--- config.mk ---
export PLATFORM = sky130hd
export DESIGN_NAME = mem_access
export DESIGN_NICKNAME = d
export VERILOG_FILES = /design/src/rtl/mem_access.sv
export SDC_FILE = /design/constraint.sdc
export NUM_CORES = 1
export LEC_CHECK = 0
export ABC_AREA = 1
export BUFFER_PORTS_ARGS = -buffer_cell sky130_fd_sc_hd__buf_2
export CAP_MARGIN = 30
export CORE_AREA = 2 2 114 116
export DETAILED_ROUTE_END_ITERATION = 10
export DIE_AREA = 0 0 116 118
export PLACE_DENSITY_LB_ADDON = 0.05
export SYNTH_ARGS = -nofsm -noshare
export SYNTH_HDL_FRONTEND = slang
export SYNTH_SLANG_ARGS = --single-unit
--- constraint.sdc ---
create_clock -name clk -period 2.15 [get_ports clk]
set_input_delay 0.3225 -clock clk [delete_from_list [all_inputs] [get_ports clk]]
set_output_delay 0.3225 -clock clk [all_outputs]
set_load 0.02 [all_outputs]
--- src/rtl/mem_access.sv ---
// mem_access: MIPS MEM stage; runs req/ack bus transactions for loads/stores and stalls the pipeline meanwhile.
// Optional MEM_ACCESS_ALIGN_CHECK_EN rejects misaligned halfword/word accesses with an addr_err pulse.
module mem_access (
  input  logic        clk,
  input  logic        rst,
  input  logic        mem_wreg_write,
  input  logic [4:0]  mem_wreg_addr,
  input  logic [31:0] mem_wreg_data,
  input  logic [3:0]  mem_op,
  input  logic [31:0] mem_store_data,
  output logic        bus_req,
  output logic        bus_we,
  output logic [31:0] bus_addr,
  output logic [3:0]  bus_be,
  output logic [31:0] bus_wdata,
  input  logic        bus_ack,
  input  logic [31:0] bus_rdata,
  output logic        stall_req,
  output logic        addr_err,
  output logic        wb_wreg_write,
  output logic [4:0]  wb_wreg_addr,
  output logic [31:0] wb_wreg_data
);
  typedef enum logic [1:0] {IDLE, ACCESS, DONE} state_t;
  state_t state, state_nx;
  logic [3:0] op_q;
  logic [31:0] addr_q, sdata_q, rdata_q;
  logic [4:0] waddr_q;
  logic wwr_q;
  logic is_mem, mis, start, q_byte, q_half, q_word, q_ld, q_st;
  logic [7:0] ld_b;
  logic [15:0] ld_h;
  logic [31:0] ld_val;
  assign is_mem = mem_op >= 4'd1 && mem_op <= 4'd8;
`ifdef MEM_ACCESS_ALIGN_CHECK_EN
  assign mis = ((mem_op == 4'd3 || mem_op == 4'd4 || mem_op == 4'd7) && mem_wreg_data[0]) ||
               ((mem_op == 4'd5 || mem_op == 4'd8) && |mem_wreg_data[1:0]);
`else
  assign mis = 1'b0;
`endif
  assign start = state == IDLE && is_mem && !mis;
  assign q_byte = op_q == 4'd1 || op_q == 4'd2 || op_q == 4'd6;
  assign q_half = op_q == 4'd3 || op_q == 4'd4 || op_q == 4'd7;
  assign q_word = op_q == 4'd5 || op_q == 4'd8;
  assign q_ld = op_q >= 4'd1 && op_q <= 4'd5;
  assign q_st = op_q >= 4'd6 && op_q <= 4'd8;
  always_ff @(posedge clk or negedge rst) begin
    if (!rst) begin
      state <= IDLE;
      op_q <= '0;
      addr_q <= '0;
      sdata_q <= '0;
      rdata_q <= '0;
      waddr_q <= '0;
      wwr_q <= 1'b0;
    end else begin
      state <= state_nx;
      if (start) begin
        op_q <= mem_op;
        addr_q <= mem_wreg_data;
        sdata_q <= mem_store_data;
        waddr_q <= mem_wreg_addr;
        wwr_q <= mem_wreg_write;
      end
      if (state == ACCESS && bus_ack && q_ld) rdata_q <= bus_rdata;
    end
  end
  always_comb
    state_nx = state == IDLE   ? (start ? ACCESS : IDLE) :
               state == ACCESS ? (bus_ack ? DONE : ACCESS) : IDLE;
  // Bus side is a pure function of the latches, so it cannot move while the pipeline input changes.
  assign bus_addr = {addr_q[31:2], 2'b00};
  assign bus_be = q_byte ? 4'b0001 << addr_q[1:0] : q_half ? (addr_q[1] ? 4'b1100 : 4'b0011) :
                  q_word ? 4'b1111 : 4'b0000;
  assign bus_wdata = op_q == 4'd6 ? {4{sdata_q[7:0]}} : op_q == 4'd7 ? {2{sdata_q[15:0]}} :
                     op_q == 4'd8 ? sdata_q : 32'd0;
  assign ld_b = rdata_q[{addr_q[1:0], 3'b000} +: 8];
  assign ld_h = addr_q[1] ? rdata_q[31:16] : rdata_q[15:0];
  assign ld_val = op_q == 4'd1 ? {{24{ld_b[7]}}, ld_b} : op_q == 4'd2 ? {24'd0, ld_b} :
                  op_q == 4'd3 ? {{16{ld_h[15]}}, ld_h} : op_q == 4'd4 ? {16'd0, ld_h} : rdata_q;
  always_comb begin
    bus_req = state == ACCESS;
    bus_we = bus_req && q_st;
    stall_req = start || bus_req;
    addr_err = state == IDLE && is_mem && mis;
    wb_wreg_write = state == IDLE ? mem_wreg_write && !is_mem : state == DONE && wwr_q && q_ld;
    wb_wreg_addr = state == IDLE ? mem_wreg_addr : waddr_q;
    wb_wreg_data = state == IDLE ? mem_wreg_data : (state == DONE && q_ld) ? ld_val : 32'd0;
  end
endmodule

Yosys cells after proc, flatten, opt, wreduce, memory -nomap -nowiden
Index checks and enable logic that the tools add are counted.
{ "word_totals": {"reg_bits": 108, "input_bits": 109, "output_inout_bits": 110, "wordCells": 64} }
{ "op_classes": {"n_lt_le_gt_ge": 6, "eq_ne": 10, "shift": 2, "mux": 20, "reduce_logical": 19} }
{ "op_table": {"columns": ["cell", "count"], "rows": [
  ["32-bit two-way mux", 9],
  ["32-bit by 6-bit variable part select with 8-bit output", 1],
  ["4-bit by 3-bit == test with 1-bit output, second input constant", 4],
  ["16-bit two-way mux", 1],
  ["4-bit two-way mux", 4],
  ["1-bit logical AND", 11],
  ["4-bit by 2-bit == test with 1-bit output, second input constant", 2],
  ["4-bit by 1-bit greater-or-equal comparator with 1-bit output, second input constant", 2],
  ["4-bit <= comparator, second input constant", 2],
  ["1-bit logical OR", 6],
  ["2-bit two-way mux", 3],
  ["5-bit two-way mux", 1],
  ["4-bit by 1-bit == test with 1-bit output, second input constant", 1],
  ["4-bit == test, second input constant", 1],
  ["4-bit by 3-bit greater-or-equal comparator with 1-bit output, second input constant", 1],
  ["4-bit by 3-bit <= comparator with 1-bit output, second input constant", 1],
  ["1-bit by 2-bit left shift with 4-bit output, first input constant", 1],
  ["2-bit by 1-bit == test with 1-bit output, second input constant", 1],
  ["2-bit == test, second input constant", 1],
  ["2-bit logical NOT", 1],
  ["1-bit two-way mux", 2],
  ["1-bit logical NOT", 1]
]} }

Longest topological paths before layout
{ "depth": {"ltp_word": 7, "ltp_mapped": 12} }

Worst setup path before layout
OpenSTA, ideal clock, no wires.
{ "synth_path": {"kind": "register to output", "startpoint": "register op_q[2]", "endpoint": "output port bus_be[0]", "t_arrival_ns": 1.592, "required_time_ns": 1.827, "slack_ns": 0.235, "path_stages_with_launch": 8, "cell_sequence": "dfrtp_1 nor2_1 nand2_2 nor2_4 inv_2 o21ai_0 inv_1 o21ai_0"} }
{ "synth_between": {"elab_chain_cells": 5, "elab_cells_between_ends": 16, "classes_between": "8 x eq/ne; 3 x mux; 5 x reduce/logical"} }
{ "synth_rtl": {"columns": ["element", "line", "rtl"], "rows": [
  ["start: declaration", "26", "logic [3:0] op_q;"],
  ["start signal: assignment", "59", "op_q <= mem_op;"],
  ["4-bit by 3-bit == test with 1-bit output (tied with other cells)", "44", "assign q_word = op_q == 4'd5 || op_q == 4'd8;"],
  ["1-bit logical OR (on tied branches)", "44, 43", null],
  ["4-bit two-way mux / 1-bit logical OR (equally long branches)", "74, 43", null],
  ["4-bit two-way mux", "73", "assign bus_be = q_byte ? 4'b0001 << addr_q[1:0] : q_half ? (addr_q[1] ? 4'b1100 : 4'b0011) :"],
  ["4-bit two-way mux (*)", "73", null],
  ["end: declaration", "14", "output logic [3:0] bus_be,"]
]} }
Mark *: on every way between the ends. The rest lies on a longest branch, timed or not.

Final worst setup path
{ "layout_path": {"startpoint": "register addr_q[1]", "endpoint": "output port wb_wreg_data[2]"} }
{ "layout_between": {"elab_chain_cells": 7, "elab_cells_between_ends": 8, "classes_between": "1 x shift; 7 x mux"} }
{ "layout_rtl": {"columns": ["element", "line", "rtl"], "rows": [
  ["start: declaration", "27", "logic [31:0] addr_q, sdata_q, rdata_q;"],
  ["start signal: assignment", "60", "addr_q <= mem_wreg_data;"],
  ["branches (longest 4 deep; another with 32-bit by 6-bit variable part select with 8-bit output)", null, null],
  ["32-bit two-way mux (*)", "79", "assign ld_val = op_q == 4'd1 ? {{24{ld_b[7]}}, ld_b} : op_q == 4'd2 ? {24'd0, ld_b} :"],
  ["32-bit two-way mux (*) (2 in series)", "88", "wb_wreg_data = state == IDLE ? mem_wreg_data : (state == DONE && q_ld) ? ld_val : 32'd0;"],
  ["end: declaration", "22", "output logic [31:0] wb_wreg_data"]
]} }
Every way passes the cells marked *.

==> results.md <==
Timing:
- Setup violations remaining at the end of the flow were counted as 59.
- After layout, the worst path uses 105% of the clock period.
- The worst-margin pin slew is 0.548 ns.
- The final hold violation count is 0.
- The final period demand of the worst path is 2.27 ns.
- The highest clock rate is 0.441 GHz.
- The worst slew slack as a fraction of its limit is 63.5%.
- Setup repair after global routing could not meet its margin everywhere.
- After layout, the worst setup slack is -0.118 ns.
- Between clock sinks in the finished design, the worst skew comes to 0.00640 ns.
- The final number of max-transition violations is 0.
- The worst hold slack across all endpoints is 0.189 ns.

Global route:
- For this run the aggregate overflow at the end of global routing stands at 0.
- The wire length of the first global-routing pass is 28700 µm.
- Entering global routing, the biggest net connects 63 pins.
- The number of antenna violations at the first check in global routing is 0.
- The number of global-route vias before repair is 5727.
- Global routing used 26.5% of the available tracks across all layers.

Pwr:
- The worst-case IR drop observed on VDD is 0.839 mV.
- The total power divided by cell area is 1630 nW/µm².
- Summing internal, switching and leakage power gives 14.2 mW.
- The analysis attributes to cell leakage a power of 4.66 nW.

Synthesis:
- Ranked by total cell area, the synthesized netlist is headed by sky130_fd_sc_hd__dfrtp_1 (44%), sky130_fd_sc_hd__nand2_1 (11%), sky130_fd_sc_hd__o21ai_0 (9.8%).
- The most used flip-flop cell after synthesis is sky130_fd_sc_hd__dfrtp_1.
- The biggest area contributor in the post-synthesis netlist is sky130_fd_sc_hd__dfrtp_1.
- Summing every instance area after synthesis gives 6210 µm².
- Counting instances in the post-synthesis netlist gives the leading cell types as sky130_fd_sc_hd__nand2_1 (186), sky130_fd_sc_hd__o21ai_0 (122), sky130_fd_sc_hd__dfrtp_1 (108), sky130_fd_sc_hd__inv_1 (108), sky130_fd_sc_hd__a21oi_1 (72).
- In the synthesized netlist the async set-or-reset flop fraction comes to 100%.
- The netlist uses 31 different library cells.
- After synthesis, flip-flops and latches occupy 43.5% of the total area.
- Counting flops and latches in the post-synthesis netlist gives 108.
- The most frequent cell after synthesis is sky130_fd_sc_hd__nand2_1.
- The count of mapped cells out of synthesis is 833.
- In this run the mean area of a mapped cell was 7.46 µm².
- The Yosys step of the flow raised 0 warnings.
- In this run, synthesis inferred 0 flip-flops with an integrated enable.
- After synthesis, the largest area contributor takes up 43.5% of total cell area.

Setup path:
- In this run the number of cells on the critical path is 9.
- The cell repeated most along the worst path is sky130_fd_sc_hd__nand2_2.
- The register-to-register path setup slack is 0.16 ns.
- The cell class contributing the biggest share of worst-path delay is compound AO/OA/AOI/OAI gates.
- The number of buffer and inverter stages on the critical path is 2.
- The slowest stage of the critical path is the sky130_fd_sc_hd__dfrtp_2 cell.
- The startpoint type of the worst setup path is a flop.
- The worst stage delay on the critical path is 0.46 ns.
- For the worst flop-to-flop path, the logic depth is 9.
- The most critical setup path has its endpoint at wb_wreg_data[2].
- The worst setup path is captured at an output port.
- The launching point of the worst reg2reg path is op_q[0].
- The origin of the worst setup path is addr_q[1].
- The arrival time of the worst setup path is 1.95 ns.
- The critical path data required time is 1.83 ns.
- The critical path in this run is classified as reg2out.
- Along the worst path, the maximum fanout reaches 10.
- Walking the worst path, the cells encountered are buf_4 > nand2_4 > nor2_1 > a21oi_1 > o21ai_0 > a21oi_4 > nand2_2 > nand2_2 > buf_6.
- The worst register-to-register path ends at rdata_q[22].

Die:
- From bottom edge to top edge, the die measures 118 µm.
- The die covers 13700 µm².
- The initial utilization of the core area, before any placement, comes to 50.0%.
- 219 I/O pins were placed.
- The horizontal extent of the die is 116 µm.
- The total number of placement rows is 41.
- After floorplanning, the core was sized to cover 12400 µm².

Job:
- The max-capacitance violation count is 0.

Outcome:
- The final reports fail on negative setup slack.
- The run finished, with violations left.

Drt:
- Routed signal wires occupy layers up through met4.
- Once detail routing completed, the nets flagged for antenna violations numbered 0.
- The wire length the detailed router placed on met1 is 8420 µm.
- After detailed routing, the total wire length is 19000 µm.
- The final routed wire length divided by cell count is 15.6 µm.
- In the routed design, unresolved DRC markers number 0.
- Using the TritonRoute via totals, the vias-per-cell ratio works out to 5.15.
- Across all layers, the routed design uses 6278 vias.
- The first routing iteration left 551 violations.
- The met3 wire length is 1520 µm.
- The first TritonRoute pass finished after 5 iterations.
- The met2 routed wirelength is 8660 µm.

Placed design:
- The wire-length estimate of the detail-placed layout is 13000 µm.
- The congestion estimate from routability-driven global placement came to 0.881.
- The number of I/O port buffers is 215.

Clock network:
- At the later pin of the worst-skew pair, clock insertion delay measures 0.35 ns.
- In this run the deepest clock path goes through 2 buffers.
- The number of sinks driven by the clock tree is 108.
- The tree is rooted in a sky130_fd_sc_hd__clkbuf_16.
- The CTS tree is built.
- CTS built an H-tree with a depth of 3.
- In this run, CTS created clock tree buffers numbering 9.
- Clock-pin slew was measured on the worst setup and hold paths at 0.07 ns.

Worst hold path:
- The launch instance of the worst min-delay path is bus_ack.
- The kind of path behind the tightest hold check is in2reg.

Cells and area:
- In the final layout, the share of cells above drive strength 1 is 40.8%.
- 0 antenna diodes ended up in the layout.
- Once layout is complete, the utilization of the core stands at 70.6%.
- The synthesis-to-layout area growth is 41.1%.
- For this run, the post-layout net count is 1154.
==> stage by stage <==
stage / instance area [µm²] / worst slack, ns / instances / TNS [ns]
6_report: 8770 / -0.118 / 1220 / -2.59
5_1_grt: 8770 / -0.192 / 1220 / -8.82
4_1_cts: 8210 / -0.0773 / 1209 / -2.40
3_5_place_dp: 7260 / 0.0606 / 1175 / 0
3_3_place_gp: 7260 / 0.0912 / 1175 / 0
2_1_floorplan: 6220 / 0.235 / 835 / 0
==> worst min path at each step <==
stage	end	depth (start not counted)	slack, ns
3_3_place_gp	sdata_q[5]	1	0.23
2_1_floorplan	addr_q[0]	0	0.03
6_report	state[0]	2	0.19
3_5_place_dp	sdata_q[5]	1	0.23
4_1_cts	state[0]	2	0.16
5_1_grt	state[0]	2	0.18
==> registers in the layout, summed over array words and instances (netlist names) <==
signal   cells
addr_q      32
op_q         4
rdata_q     32
sdata_q     32
state        2
waddr_q      5
wwr_q        1
==> report_power, final <==
part / switching [mW] / total, mW / internal [mW]
registers: 0.769 / 3.76 / 3.00
logic: 5.28 / 8.81 / 3.53
clock network: 0.717 / 1.67 / 0.953
total: 6.77 / 14.2 / 7.48
==> worst register-to-register path, delay by kind of cell, from the launching register on <==
kind            cells  cell delay [ns]
flops               1             0.46
compound gates      2             0.23
simple gates        4             0.71
buf+inv             3             0.52
==> layout make-up <==
type	count	area, µm²
Tap cell	172	215
Fill cell	1042	3650
Inverter	115	452
Sequential cell	108	2710
Clock buffer	12	256
Timing Repair Buffer	272	1930
Multi-Input combinational cell	539	3160
Clock inverter	2	35.0
==> cells by family after synthesis <==
group / synth area share [%]
simple gates: 20.0
flops: 43.5
other cells: 0.0604
compound gates: 19.1
buf+inv: 14.9
mux: 2.36
==> repair_timing <==
item | CTS | global route
gates resized for setup | 162 | 140
endpoints found under the hold margin | 19 | 0
buffers inserted | 14 | 9
pin swaps | 12 | 28
endpoints found under the setup margin | 60 | 72
hold buffers | 1 | 0
cloned | 5 | 3
==> cell usage in the layout (no fill, tap or decap), types with 3 or more instances in the layout <==
cell type / n
sky130_fd_sc_hd__buf_2: 156
sky130_fd_sc_hd__nand2_1: 143
sky130_fd_sc_hd__inv_1: 102
sky130_fd_sc_hd__dfrtp_1: 102
sky130_fd_sc_hd__o21ai_0: 83
sky130_fd_sc_hd__buf_4: 66
sky130_fd_sc_hd__a21oi_1: 65
sky130_fd_sc_hd__nor2_1: 58
sky130_fd_sc_hd__buf_6: 38
sky130_fd_sc_hd__o21ai_1: 32
sky130_fd_sc_hd__nand2_2: 28
sky130_fd_sc_hd__nand2_4: 20
sky130_fd_sc_hd__nor2_4: 16
sky130_fd_sc_hd__nand3_1: 13
sky130_fd_sc_hd__o211ai_1: 13
sky130_fd_sc_hd__clkbuf_16: 11
sky130_fd_sc_hd__o21ai_2: 10
sky130_fd_sc_hd__nand3_2: 9
sky130_fd_sc_hd__inv_2: 7
sky130_fd_sc_hd__a21oi_2: 7
sky130_fd_sc_hd__buf_12: 7
sky130_fd_sc_hd__mux2_4: 6
sky130_fd_sc_hd__dfrtp_2: 6
sky130_fd_sc_hd__nor2_2: 5
sky130_fd_sc_hd__mux2_2: 5
sky130_fd_sc_hd__inv_4: 4
sky130_fd_sc_hd__o31ai_2: 4
sky130_fd_sc_hd__nand2_8: 3
sky130_fd_sc_hd__a21oi_4: 3
sky130_fd_sc_hd__conb_1: 3
==> layer usage <==
metal | track usage [%] | vias up
li1 | - | 3051
met1 | 38.3 | 2894
met2 | 40.3 | 294
met3 | 4.43 | 39
met4 | 9.00 | 0
met5 | 0 | -
(Power assumes the default switching activity.)
